## config.mk

```make
export PLATFORM = sky130hd
export DESIGN_NAME = turn_scheduler
export DESIGN_NICKNAME = d
export VERILOG_FILES = /design/src/rtl/game_pkg.sv /design/src/rtl/timeout_timer.sv /design/src/rtl/turn_scheduler.sv
export SDC_FILE = /design/constraint.sdc
export NUM_CORES = 1
export LEC_CHECK = 0
export ABC_AREA = 1
export BUFFER_PORTS_ARGS = -buffer_cell sky130_fd_sc_hd__buf_2
export CAP_MARGIN = 10
export CORE_UTILIZATION = 39
export CTS_BUF_LIST = sky130_fd_sc_hd__clkbuf_2
export DETAILED_ROUTE_END_ITERATION = 10
export PLACE_DENSITY = 0.63
export SETUP_SLACK_MARGIN = 0.15
export SLEW_MARGIN = 0
export SYNTH_ARGS = -nofsm -noshare
export SYNTH_HDL_FRONTEND = slang
export SYNTH_HIERARCHICAL = 1
export SYNTH_SLANG_ARGS = --single-unit
```

## constraint.sdc

```tcl
create_clock -name clk -period 2.9 [get_ports clk]
set_input_delay 0.58 -clock clk [delete_from_list [all_inputs] [get_ports clk]]
set_output_delay 0.58 -clock clk [all_outputs]
set_load 0.05 [all_outputs]
```

## src/rtl/game_pkg.sv

```systemverilog
// Shared definitions for the turn scheduler: FSM states, reply codes and
// the bit layout of a microcode byte.
package game_pkg;

  typedef enum logic [2:0] {
    ST_IDLE      = 3'd0,
    ST_CHECK     = 3'd1,
    ST_ISSUE     = 3'd2,
    ST_WAIT_DONE = 3'd3,
    ST_REPLY     = 3'd4
  } state_e;

  localparam logic [7:0] RPL_ACK    = 8'h06;
  localparam logic [7:0] RPL_PARITY = 8'h15;
  localparam logic [7:0] RPL_TURN   = 8'h16;
  localparam logic [7:0] RPL_ABORT  = 8'h17;

  // Microcode layout: {target, switch[2:0], turn[2:0], parity}
  localparam int MC_PARITY_BIT = 0;
  localparam int MC_TURN_LSB   = 1;
  localparam int MC_TURN_MSB   = 3;
  localparam int MC_SW_LSB     = 4;
  localparam int MC_SW_MSB     = 6;
  localparam int MC_TARGET_BIT = 7;

  // Even parity over the whole byte is valid; an odd XOR flags a bad byte.
  function automatic logic mc_parity_odd(input logic [7:0] b);
    return ^b;
  endfunction

endpackage

```

## src/rtl/timeout_timer.sv

```systemverilog
// Down-counting watchdog for the move handshake. start loads CYCLES-1 so
// expired is high during the CYCLES-th cycle after the start pulse.
module timeout_timer #(
  parameter int CYCLES = 1000
) (
  input  logic clk,
  input  logic rst,
  input  logic start,
  input  logic clear,
  output logic expired
);

  localparam int CW = (CYCLES > 1) ? $clog2(CYCLES) : 1;
  localparam logic [CW-1:0] LOAD = CW'(CYCLES - 1);

  logic [CW-1:0] cnt_q, cnt_d;
  logic          active_q, active_d;

  // Next-state: clear wins over start; count down to terminal count and hold.
  always_comb begin
    cnt_d    = cnt_q;
    active_d = active_q;
    if (clear) begin
      cnt_d    = '0;
      active_d = 1'b0;
    end else if (start) begin
      cnt_d    = LOAD;
      active_d = 1'b1;
    end else if (active_q && (cnt_q != '0)) begin
      cnt_d = cnt_q - 1'b1;
    end
  end

  // Counter registers.
  always_ff @(posedge clk or posedge rst) begin
    if (rst) begin
      cnt_q    <= '0;
      active_q <= 1'b0;
    end else begin
      cnt_q    <= cnt_d;
      active_q <= active_d;
    end
  end

  assign expired = active_q && (cnt_q == '0);

endmodule

```

## src/rtl/turn_scheduler.sv

```systemverilog
// Turn scheduler: accepts microcode bytes, validates them, issues moves to
// the game-state table and sends a one-byte reply per byte.
// Optional feature macro: TURN_SCHEDULER_PARITY_EN enables the parity check.
//
// state        | meaning
// IDLE         | waiting for a microcode byte (rx_ready=1)
// CHECK        | parity / expected-turn validation
// ISSUE        | arm timeout timer, one cycle before gt_req rises
// WAIT_DONE    | gt_req held until gt_ack or timeout
// REPLY        | tx_valid held until tx_ready
module turn_scheduler
  import game_pkg::*;
#(
  parameter int TIMEOUT_CYCLES = 1000,
  parameter int MAX_TURN       = 7
) (
  input  logic       clk,
  input  logic       rst,
  input  logic [7:0] rx_data,
  input  logic       rx_valid,
  output logic       rx_ready,
  output logic       gt_req,
  output logic [2:0] gt_switch,
  output logic       gt_target,
  output logic [2:0] gt_turn,
  input  logic       gt_ack,
  output logic [7:0] tx_data,
  output logic       tx_valid,
  input  logic       tx_ready,
  output logic [2:0] exp_turn,
  output logic [7:0] err_cnt
);

  localparam logic [2:0] LAST_TURN = 3'(MAX_TURN);

  state_e     state_q, state_d;
  logic [7:0] byte_q, byte_d;
  logic [7:0] reply_q, reply_d;
  logic [2:0] exp_turn_q, exp_turn_d;
  logic [7:0] err_cnt_q, err_cnt_d;
  logic       tmr_start, tmr_clear, tmr_expired;
  logic       parity_bad;

`ifdef TURN_SCHEDULER_PARITY_EN
  assign parity_bad = mc_parity_odd(byte_q);
`else
  logic parity_unused;
  assign parity_unused = byte_q[MC_PARITY_BIT];
  assign parity_bad    = 1'b0;
`endif

  timeout_timer #(.CYCLES(TIMEOUT_CYCLES)) u_timer (
    .clk     (clk),
    .rst     (rst),
    .start   (tmr_start),
    .clear   (tmr_clear),
    .expired (tmr_expired)
  );

  // Next-state and datapath updates; gt_ack is only looked at in WAIT_DONE.
  always_comb begin
    state_d    = state_q;
    byte_d     = byte_q;
    reply_d    = reply_q;
    exp_turn_d = exp_turn_q;
    err_cnt_d  = err_cnt_q;
    tmr_start  = 1'b0;
    tmr_clear  = 1'b0;
    unique case (state_q)
      ST_IDLE: begin
        if (rx_valid) begin
          byte_d  = rx_data;
          state_d = ST_CHECK;
        end
      end
      ST_CHECK: begin
        if (parity_bad) begin
          reply_d = RPL_PARITY;
          state_d = ST_REPLY;
        end else if (byte_q[MC_TURN_MSB:MC_TURN_LSB] != exp_turn_q) begin
          reply_d = RPL_TURN;
          state_d = ST_REPLY;
        end else begin
          state_d = ST_ISSUE;
        end
        if (state_d == ST_REPLY && err_cnt_q != 8'hFF) err_cnt_d = err_cnt_q + 8'd1;
      end
      ST_ISSUE: begin
        tmr_start = 1'b1;
        state_d   = ST_WAIT_DONE;
      end
      ST_WAIT_DONE: begin
        if (gt_ack) begin
          reply_d    = RPL_ACK;
          exp_turn_d = (exp_turn_q == LAST_TURN) ? 3'd0 : exp_turn_q + 3'd1;
          tmr_clear  = 1'b1;
          state_d    = ST_REPLY;
        end else if (tmr_expired) begin
          reply_d   = RPL_ABORT;
          tmr_clear = 1'b1;
          state_d   = ST_REPLY;
          if (err_cnt_q != 8'hFF) err_cnt_d = err_cnt_q + 8'd1;
        end
      end
      ST_REPLY: begin
        if (tx_ready) state_d = ST_IDLE;
      end
      default: state_d = ST_IDLE;
    endcase
  end

  // State and datapath registers; reset drops any in-flight move.
  always_ff @(posedge clk or posedge rst) begin
    if (rst) begin
      state_q    <= ST_IDLE;
      byte_q     <= '0;
      reply_q    <= '0;
      exp_turn_q <= '0;
      err_cnt_q  <= '0;
    end else begin
      state_q    <= state_d;
      byte_q     <= byte_d;
      reply_q    <= reply_d;
      exp_turn_q <= exp_turn_d;
      err_cnt_q  <= err_cnt_d;
    end
  end

  assign rx_ready  = (state_q == ST_IDLE);
  assign gt_req    = (state_q == ST_WAIT_DONE);
  assign gt_switch = byte_q[MC_SW_MSB:MC_SW_LSB];
  assign gt_target = byte_q[MC_TARGET_BIT];
  assign gt_turn   = byte_q[MC_TURN_MSB:MC_TURN_LSB];
  assign tx_valid  = (state_q == ST_REPLY);
  assign tx_data   = tx_valid ? reply_q : 8'h00;
  assign exp_turn  = exp_turn_q;
  assign err_cnt   = err_cnt_q;

endmodule

```

# --- Yosys cells after proc, flatten, opt, wreduce, memory -nomap -nowiden ---
# Index checks and enable logic that the tools add are counted.
word_totals:
  reg_bits: 41
  in_bits: 13
  out_inout_bits: 29
  word_cells: 67
classes:
  add_sub_neg: 3
  eq_ne: 16
  mux: 27
  n_reduce_logical: 14
op_table:
  columns: ["op", "n"]
  rows:
  - ["2-to-1 mux 8 bit", 8]
  - ["one-hot mux 8 bit (2 select lines)", 2]
  - ["2-to-1 mux 10 bit", 3]
  - ["2-to-1 mux 3 bit", 7]
  - ["one-hot mux 3 bit (5 select lines)", 1]
  - ["logical NOT 10 bit", 1]
  - ["nonzero test 10 bit", 1]
  - ["subtractor 10 x 1 -> 10 bit (second input constant)", 1]
  - ["equality test 3 bit (second input constant)", 3]
  - ["adder 8 x 1 -> 8 bit (second input constant)", 1]
  - ["inequality test 2 bit (second input constant)", 4]
  - ["inequality test 8 bit (second input constant)", 1]
  - ["equality test 3 x 2 -> 1 bit (second input constant)", 2]
  - ["2-to-1 mux 1 bit", 6]
  - ["inequality test 2 x 1 -> 1 bit (second input constant)", 3]
  - ["AND reduction 3 bit", 2]
  - ["AND reduction 5 bit", 1]
  - ["AND reduction 2 bit", 2]
  - ["nonzero test 2 bit", 2]
  - ["adder 3 x 1 -> 3 bit (second input constant)", 1]
  - ["equality test 3 x 1 -> 1 bit (second input constant)", 1]
  - ["logical AND 1 bit", 3]
  - ["logical NOT 3 bit", 1]
  - ["inequality test 3 x 1 -> 1 bit (second input constant)", 1]
  - ["other kinds (2)", 2]

# --- Logic depth before layout (Yosys ltp) ---
logic_depth:
  word_depth: 7
  mapped_depth: 13
  ltp_nobuf: 12

# --- Hierarchy ---
# The synthesis kept the hierarchy.
by_module_without_submodules:
  columns: ["module", "n_inst", "cells_per_inst", "area_each_um2", "seq_area_each_um2"]
  rows:
  - ["turn_scheduler", 1, 170, 1328.8, 600.6]
  - ["timeout_timer", 1, 101, 735.7, 275.3]

# --- Worst setup path before layout ---
# Ideal clock, no wire load.
synth_timing:
  path_kind: "reg-to-output"
  start: "reg state_q[2]"
  end: "out tx_data[2]"
  arrival_ps: 2942
  required_time_ps: 2320
  setup_slack_ps: -622
  stages_incl_launch_ff: 6
  path_buffers: 1
  cell_sequence: "dfrtp_1 > inv_1 > nor3_1 > inv_1 > nor2_1 > buf_4"
synth_between:
  elab_chain_len: 2
synth_rtl:
  columns: ["element", "line", "rtl"]
  rows:
  - ["start, declared", "turn_scheduler.sv:36", "state_e state_q, state_d;"]
  - ["start signal, assigned", "turn_scheduler.sv:121", "state_q <= state_d;"]
  - ["equality test 3 bit", "turn_scheduler.sv:134", "assign tx_valid = (state_q == ST_REPLY);"]
  - ["net tx_valid", "turn_scheduler.sv:28", "output logic tx_valid,"]
  - ["2-to-1 mux 8 bit", "turn_scheduler.sv:135", "assign tx_data = tx_valid ? reply_q : 8'h00;"]
  - ["end, declared", "turn_scheduler.sv:27", "output logic [7:0] tx_data,"]
# The timed path passes the listed nets, and every way through them passes these cells.

# --- Final worst setup path ---
layout_timing:
  start: "reg u_timer.cnt_q[0]"
  end: "reg u_timer.cnt_q[7]"
layout_between:
  elab_chain_len: 6
  word_cells_on_any_way: 12
  classes_between: "add/sub (1); mux (6); reduce/logical (5)"
layout_rtl:
  columns: ["element", "line", "rtl"]
  rows:
  - ["start, declared", "timeout_timer.sv:16", "logic [CW-1:0] cnt_q, cnt_d;"]
  - ["start signal, assigned", "timeout_timer.sv:40", "cnt_q <= cnt_d;"]
  - ["logical NOT 10 bit *", "timeout_timer.sv:45", "assign expired = active_q && (cnt_q == '0);"]
  - ["logical AND 1 bit *", "timeout_timer.sv:45", null]
  - ["net tmr_expired", "turn_scheduler.sv:41", "logic tmr_start, tmr_clear, tmr_expired;"]
  - ["2-to-1 mux 1 bit *", "turn_scheduler.sv:98", "end else if (tmr_expired) begin"]
  - ["2-to-1 mux 1 bit *", "turn_scheduler.sv:93", "if (gt_ack) begin"]
  - ["2-to-1 mux 1 bit *", "turn_scheduler.sv:69", "unique case (state_q)"]
  - ["net tmr_clear", "turn_scheduler.sv:41", null]
  - ["nonzero test 3 bit (no source line) / 2-to-1 mux 10 bit (equally long branches)", null, null]
# The timed path passes the listed nets; every way through them passes the cells marked *. The select of a mux whose other input is x is not followed.
# A chain may end at the register's enable or synchronous reset.

==> results.md <==
Pwr:
- IR analysis of the VDD net gives a maximum drop of 0.426 mV.
- The total leakage power is approximately 1.3 nW.
- Of the total power, registers draw 0.323.
- The completed layout was analyzed and its total power is between 0.002 and 0.003 W.
- The analysis attributes to net switching a power of 0.00156 W.
- The total power density per cell area is approximately 1200 nW/µm².
- Of the total power, combinational logic draws 0.593.
- Of the total power, the clock network draws 0.084.
- The internal cell power is about 0.0012 W.
- Of the total power, the share spent switching nets is 0.560.

Finish:
- The proportion of layout cells with a drive suffix above 1 is 0.219.
- From synthesis to final layout, the design area changed by 13.2%.
- Across the whole layout, storage elements account for 876 µm².
- The filler cells instantiated in the layout total about 550.
- The final net count is 326.
- Once layout is complete, the utilization of the core stands at 0.458.
- In the final layout, the multi-input gates occupy between 1000 and 1500 µm².
- The diode insertion count for antenna repair is 0.

Worst setup path:
- Data on the critical path arrives at its endpoint at around 2700 ps.
- The startpoint-to-endpoint class of the critical path is flip-flop to flip-flop.
- The register-to-register setup slack is approximately 500 ps.
- The required time reported for the critical path endpoint is approximately 3200 ps.
- STA classifies the critical path endpoint as a flip-flop.
- In this run the worst path has a maximum fanout of 12.
- The worst setup path is launched from a flip-flop.

Synth:
- Yosys printed 6 warnings.
- The share of the yosys chip area belonging to registers is 0.424.
- The number of instances in the synthesized netlist is roughly 270.
- The number of different library cells in the post-synthesis netlist is 27.
- The async set-reset flop share out of synthesis is 1.00.
- The number of flops mapped to enable cells by yosys is 0.
- After synthesis the netlist holds a flip-flop and latch count of 35.
- The area share of the largest cell type after synthesis is 0.424.
- Summing every instance area after synthesis gives 2060 µm².
- After synthesis, the cell types taking the most area are sky130_fd_sc_hd__dfrtp_1 (42%), sky130_fd_sc_hd__nand2_1 (13%), sky130_fd_sc_hd__nand3_1 (11%).
- Among all flip-flop cells after synthesis, the most frequent one is sky130_fd_sc_hd__dfrtp_1.
- The top cell type by total area after synthesis is sky130_fd_sc_hd__dfrtp_1.
- A synthesized cell averages 7.62 µm².

Die:
- The width of the die is between 70 and 80 µm.
- The initial standard-cell utilization of the core is 0.404.
- between 40 and 50 I/O pins were placed.
- The region available for standard cell placement spans around 5000 µm².
- The full die area is roughly 5600 µm².
- The vertical die dimension is around 75 µm.
- The initialized floorplan defines 26 standard-cell rows.

Clock network:
- In this run the number of H-tree levels came out at 2.
- Clock tree synthesis selected as its root buffer the cell sky130_fd_sc_hd__clkbuf_2.
- For the worst-skew pair, the clock arrives at the later sink with an insertion delay of 370 ps.
- The number of gates resized after CTS was 0.
- Buffers inserted to repair hold after CTS numbered 0.
- For this design, the sink count on the clock tree is 35.
- The longest clock path from root to sink contains 2 buffers.
- The TritonCTS clock tree is built.
- Clock tree synthesis inserted a total of 5 buffers.
- In this run the post-CTS setup repair buffer count came out at 0.
- After clock tree synthesis, the clock-pin slew on the worst setup and hold paths is 190 ps.

STA:
- The total count of hold-check failures in the final report is 0.
- Based on the critical path, the design can be clocked at up to roughly 420 MHz.
- For the pin with the worst max-slew slack, the measured transition is a little over 900 ps.
- The shortest clock period the worst path allows after layout is 2400 ps.
- For the final database, setup skew stands at 8.56 ps.
- Setup repair after global routing left no endpoint under its margin.
- The final count of negative-setup-slack endpoints is 0.
- The worst hold slack is a little under 200 ps.
- After routing, the total negative slack on setup checks comes to 0 ps.
- Of the available clock period, the critical path in the final layout requires 0.828.
- Measured against its own limit, the worst slew margin works out to 0.386.
- The number of max-slew violations in the final report is 0.

Global route:
- Entering global routing, the biggest net connects 25 pins.
- The aggregate global-route resource usage is 0.161.
- The via count of the first global-routing pass came to roughly 1500.
- The first global-routing pass estimated a little under 7 mm of wire.
- The global-route congestion overflow total is 0.
- The initial antenna violation count is 0.

Outcome:
- The flow ran to the end, and the final reports show no timing, DRC or antenna violations.

Place:
- The final weighted congestion in routability-driven placement is 0.804.
- The detailed placer's ending HPWL is 2.97 mm.
- The number of I/O port buffers is 36.

Routing:
- For this block, the via count after detailed routing is 1748.
- The number of DRC violations after detailed routing is 0.
- The antenna violation net count after detailed routing is 0.
- The detailed router finished its first iteration with 80 violations.
- The first detailed-routing pass took 6 iterations.
- The average wire length per cell after detail routing is roughly 11 µm.
- The vias per cell is 4.60.
- The wire length after detailed routing is just over 4 mm.

Min path:
- The type of the most critical hold path is input port to asynchronous set/reset pin.

Flow run:
- Max-cap violations in this run came to 0.
flip-flops by register name, summed over array words and instances (netlist names):
signal and count:
exp_turn 3, u_timer/cnt_q 10, byte_q 7, u_timer/active_q 1, state_q 3, reply_q 3, err_cnt 8
cells in the mapped netlist, types with 2 or more instances:
cell and count:
sky130_fd_sc_hd__nand2_1 70, sky130_fd_sc_hd__nand3_1 45, sky130_fd_sc_hd__dfrtp_1 35, sky130_fd_sc_hd__inv_1 35, sky130_fd_sc_hd__nor2_1 24, sky130_fd_sc_hd__a21oi_1 7, sky130_fd_sc_hd__o21ai_0 7, sky130_fd_sc_hd__buf_4 6
sky130_fd_sc_hd__xor2_1 5, sky130_fd_sc_hd__ha_1 4, sky130_fd_sc_hd__nand2_2 4, sky130_fd_sc_hd__nand3_2 4, sky130_fd_sc_hd__nand4_1 3, sky130_fd_sc_hd__nor2_4 3, sky130_fd_sc_hd__xnor2_1 3, sky130_fd_sc_hd__inv_2 2
sky130_fd_sc_hd__nand2_4 2, sky130_fd_sc_hd__nor2_2 2, sky130_fd_sc_hd__o21ai_2 2
logic make-up after synthesis:
logic type               synth area share
buffers and inverters              0.0964
flip-flops                          0.424
adder cells (fa/ha/maj)            0.0242
AND/OR/NAND/NOR                     0.377
AO/OA/AOI/OAI                      0.0424
XOR/XNOR                           0.0339
other                             0.00182
stage by stage:
step                      cells  area, µm²  setup slack [ps]
final                       380       2340               500
after global routing        380       2340               174
after CTS                   380       2340               478
after detailed placement    372       2300               518
after global placement      372       2300               540
after floorplan             274       2090               390
cell type report:
cell class                 instances  area share
clock inverter                     1     0.00214
tap                               70      0.0375
multi-input combinational        194       0.434
timing repair buffer              36      0.0771
sequential                        35       0.375
inverter                          37      0.0594
clock buffer                       7      0.0150
critical path, cell delays in order (launching register included):
cell and delay [ps]:
sky130_fd_sc_hd__dfrtp_1 420, sky130_fd_sc_hd__inv_1 110, sky130_fd_sc_hd__ha_1 220, sky130_fd_sc_hd__nand3_2 130, sky130_fd_sc_hd__nor2_2 150, sky130_fd_sc_hd__nand2_2 80, sky130_fd_sc_hd__nor2_1 180, sky130_fd_sc_hd__inv_1 90
sky130_fd_sc_hd__a21oi_1 400, sky130_fd_sc_hd__nor2_2 190, sky130_fd_sc_hd__nand2_4 210, sky130_fd_sc_hd__nand3_1 90, sky130_fd_sc_hd__nand2_1 70
per-layer routing:
| layer | vias to the layer above | GRT usage | routed length (µm) | part of all wire |
|---|---|---|---|---|
| met2 | 27 | 0.268 | 1980 | 0.48 |
| met4 | 0 | 0.0503 | 27 | 0.0066 |
| met1 | 791 | 0.203 | 1970 | 0.48 |
| met3 | 2 | 0.0442 | 120 | 0.029 |
| met5 | - | 0 | 0 | 0 |
| li1 | 928 | - | - | - |
layout by cell type, fill, tap and decap left out:
master                     count
sky130_fd_sc_hd__inv_1        35
sky130_fd_sc_hd__nand2_4       2
sky130_fd_sc_hd__o21ai_2       2
sky130_fd_sc_hd__buf_2        36
sky130_fd_sc_hd__nand3b_1      1
sky130_fd_sc_hd__conb_1        4
sky130_fd_sc_hd__nand2_1      70
sky130_fd_sc_hd__or2_2         1
sky130_fd_sc_hd__nand3_1      45
sky130_fd_sc_hd__nor3_4        2
sky130_fd_sc_hd__nor2_1       23
sky130_fd_sc_hd__nand2_2       4
sky130_fd_sc_hd__xnor2_1       3
sky130_fd_sc_hd__dfrtp_1      35
sky130_fd_sc_hd__inv_2         2
sky130_fd_sc_hd__ha_1          4
sky130_fd_sc_hd__o21ai_0       7
sky130_fd_sc_hd__nor2_4        3
sky130_fd_sc_hd__a21oi_1       7
sky130_fd_sc_hd__nand3_2       4
sky130_fd_sc_hd__nor2_2        3
sky130_fd_sc_hd__clkinv_2      1
sky130_fd_sc_hd__xor2_1        5
sky130_fd_sc_hd__clkbuf_2      7
sky130_fd_sc_hd__nand4_1       3
sky130_fd_sc_hd__nand4_2       1
power groups by stage:
stage	clock [W]	sequential (W)	combinational, W
3_3_place_gp	0	0.000908	0.00165
3_5_place_dp	0	0.000914	0.00167
5_1_grt	0.000267	0.000935	0.00186
2_1_floorplan	0	0.00122	0.00106
4_1_cts	0.000249	0.000905	0.00167
6_report	0.000234	0.000903	0.00166
path summary, 6_finish.rpt:
kind | startpoint | end | cells after the start
setup / recovery | u_timer/cnt_q[0]$_DFFE_PP0P_ | u_timer/cnt_q[7]$_DFFE_PP0P_ | 12
hold / removal | rst | u_timer/cnt_q[1]$_DFFE_PP0P_ | 2
setup reg to reg | u_timer/cnt_q[0]$_DFFE_PP0P_ | u_timer/cnt_q[7]$_DFFE_PP0P_ | 12
hold reg to reg | reply_q[2]$_DFFE_PP0P_ | reply_q[2]$_DFFE_PP0P_ | 2
max in group asynchronous | rst | err_cnt[1]$_DFFE_PP0P_ | 2
min in group clk | rx_data[7] | byte_q[7]$_DFFE_PP0P_ | 3
Note: power is estimated with default switching activity, not from simulation.
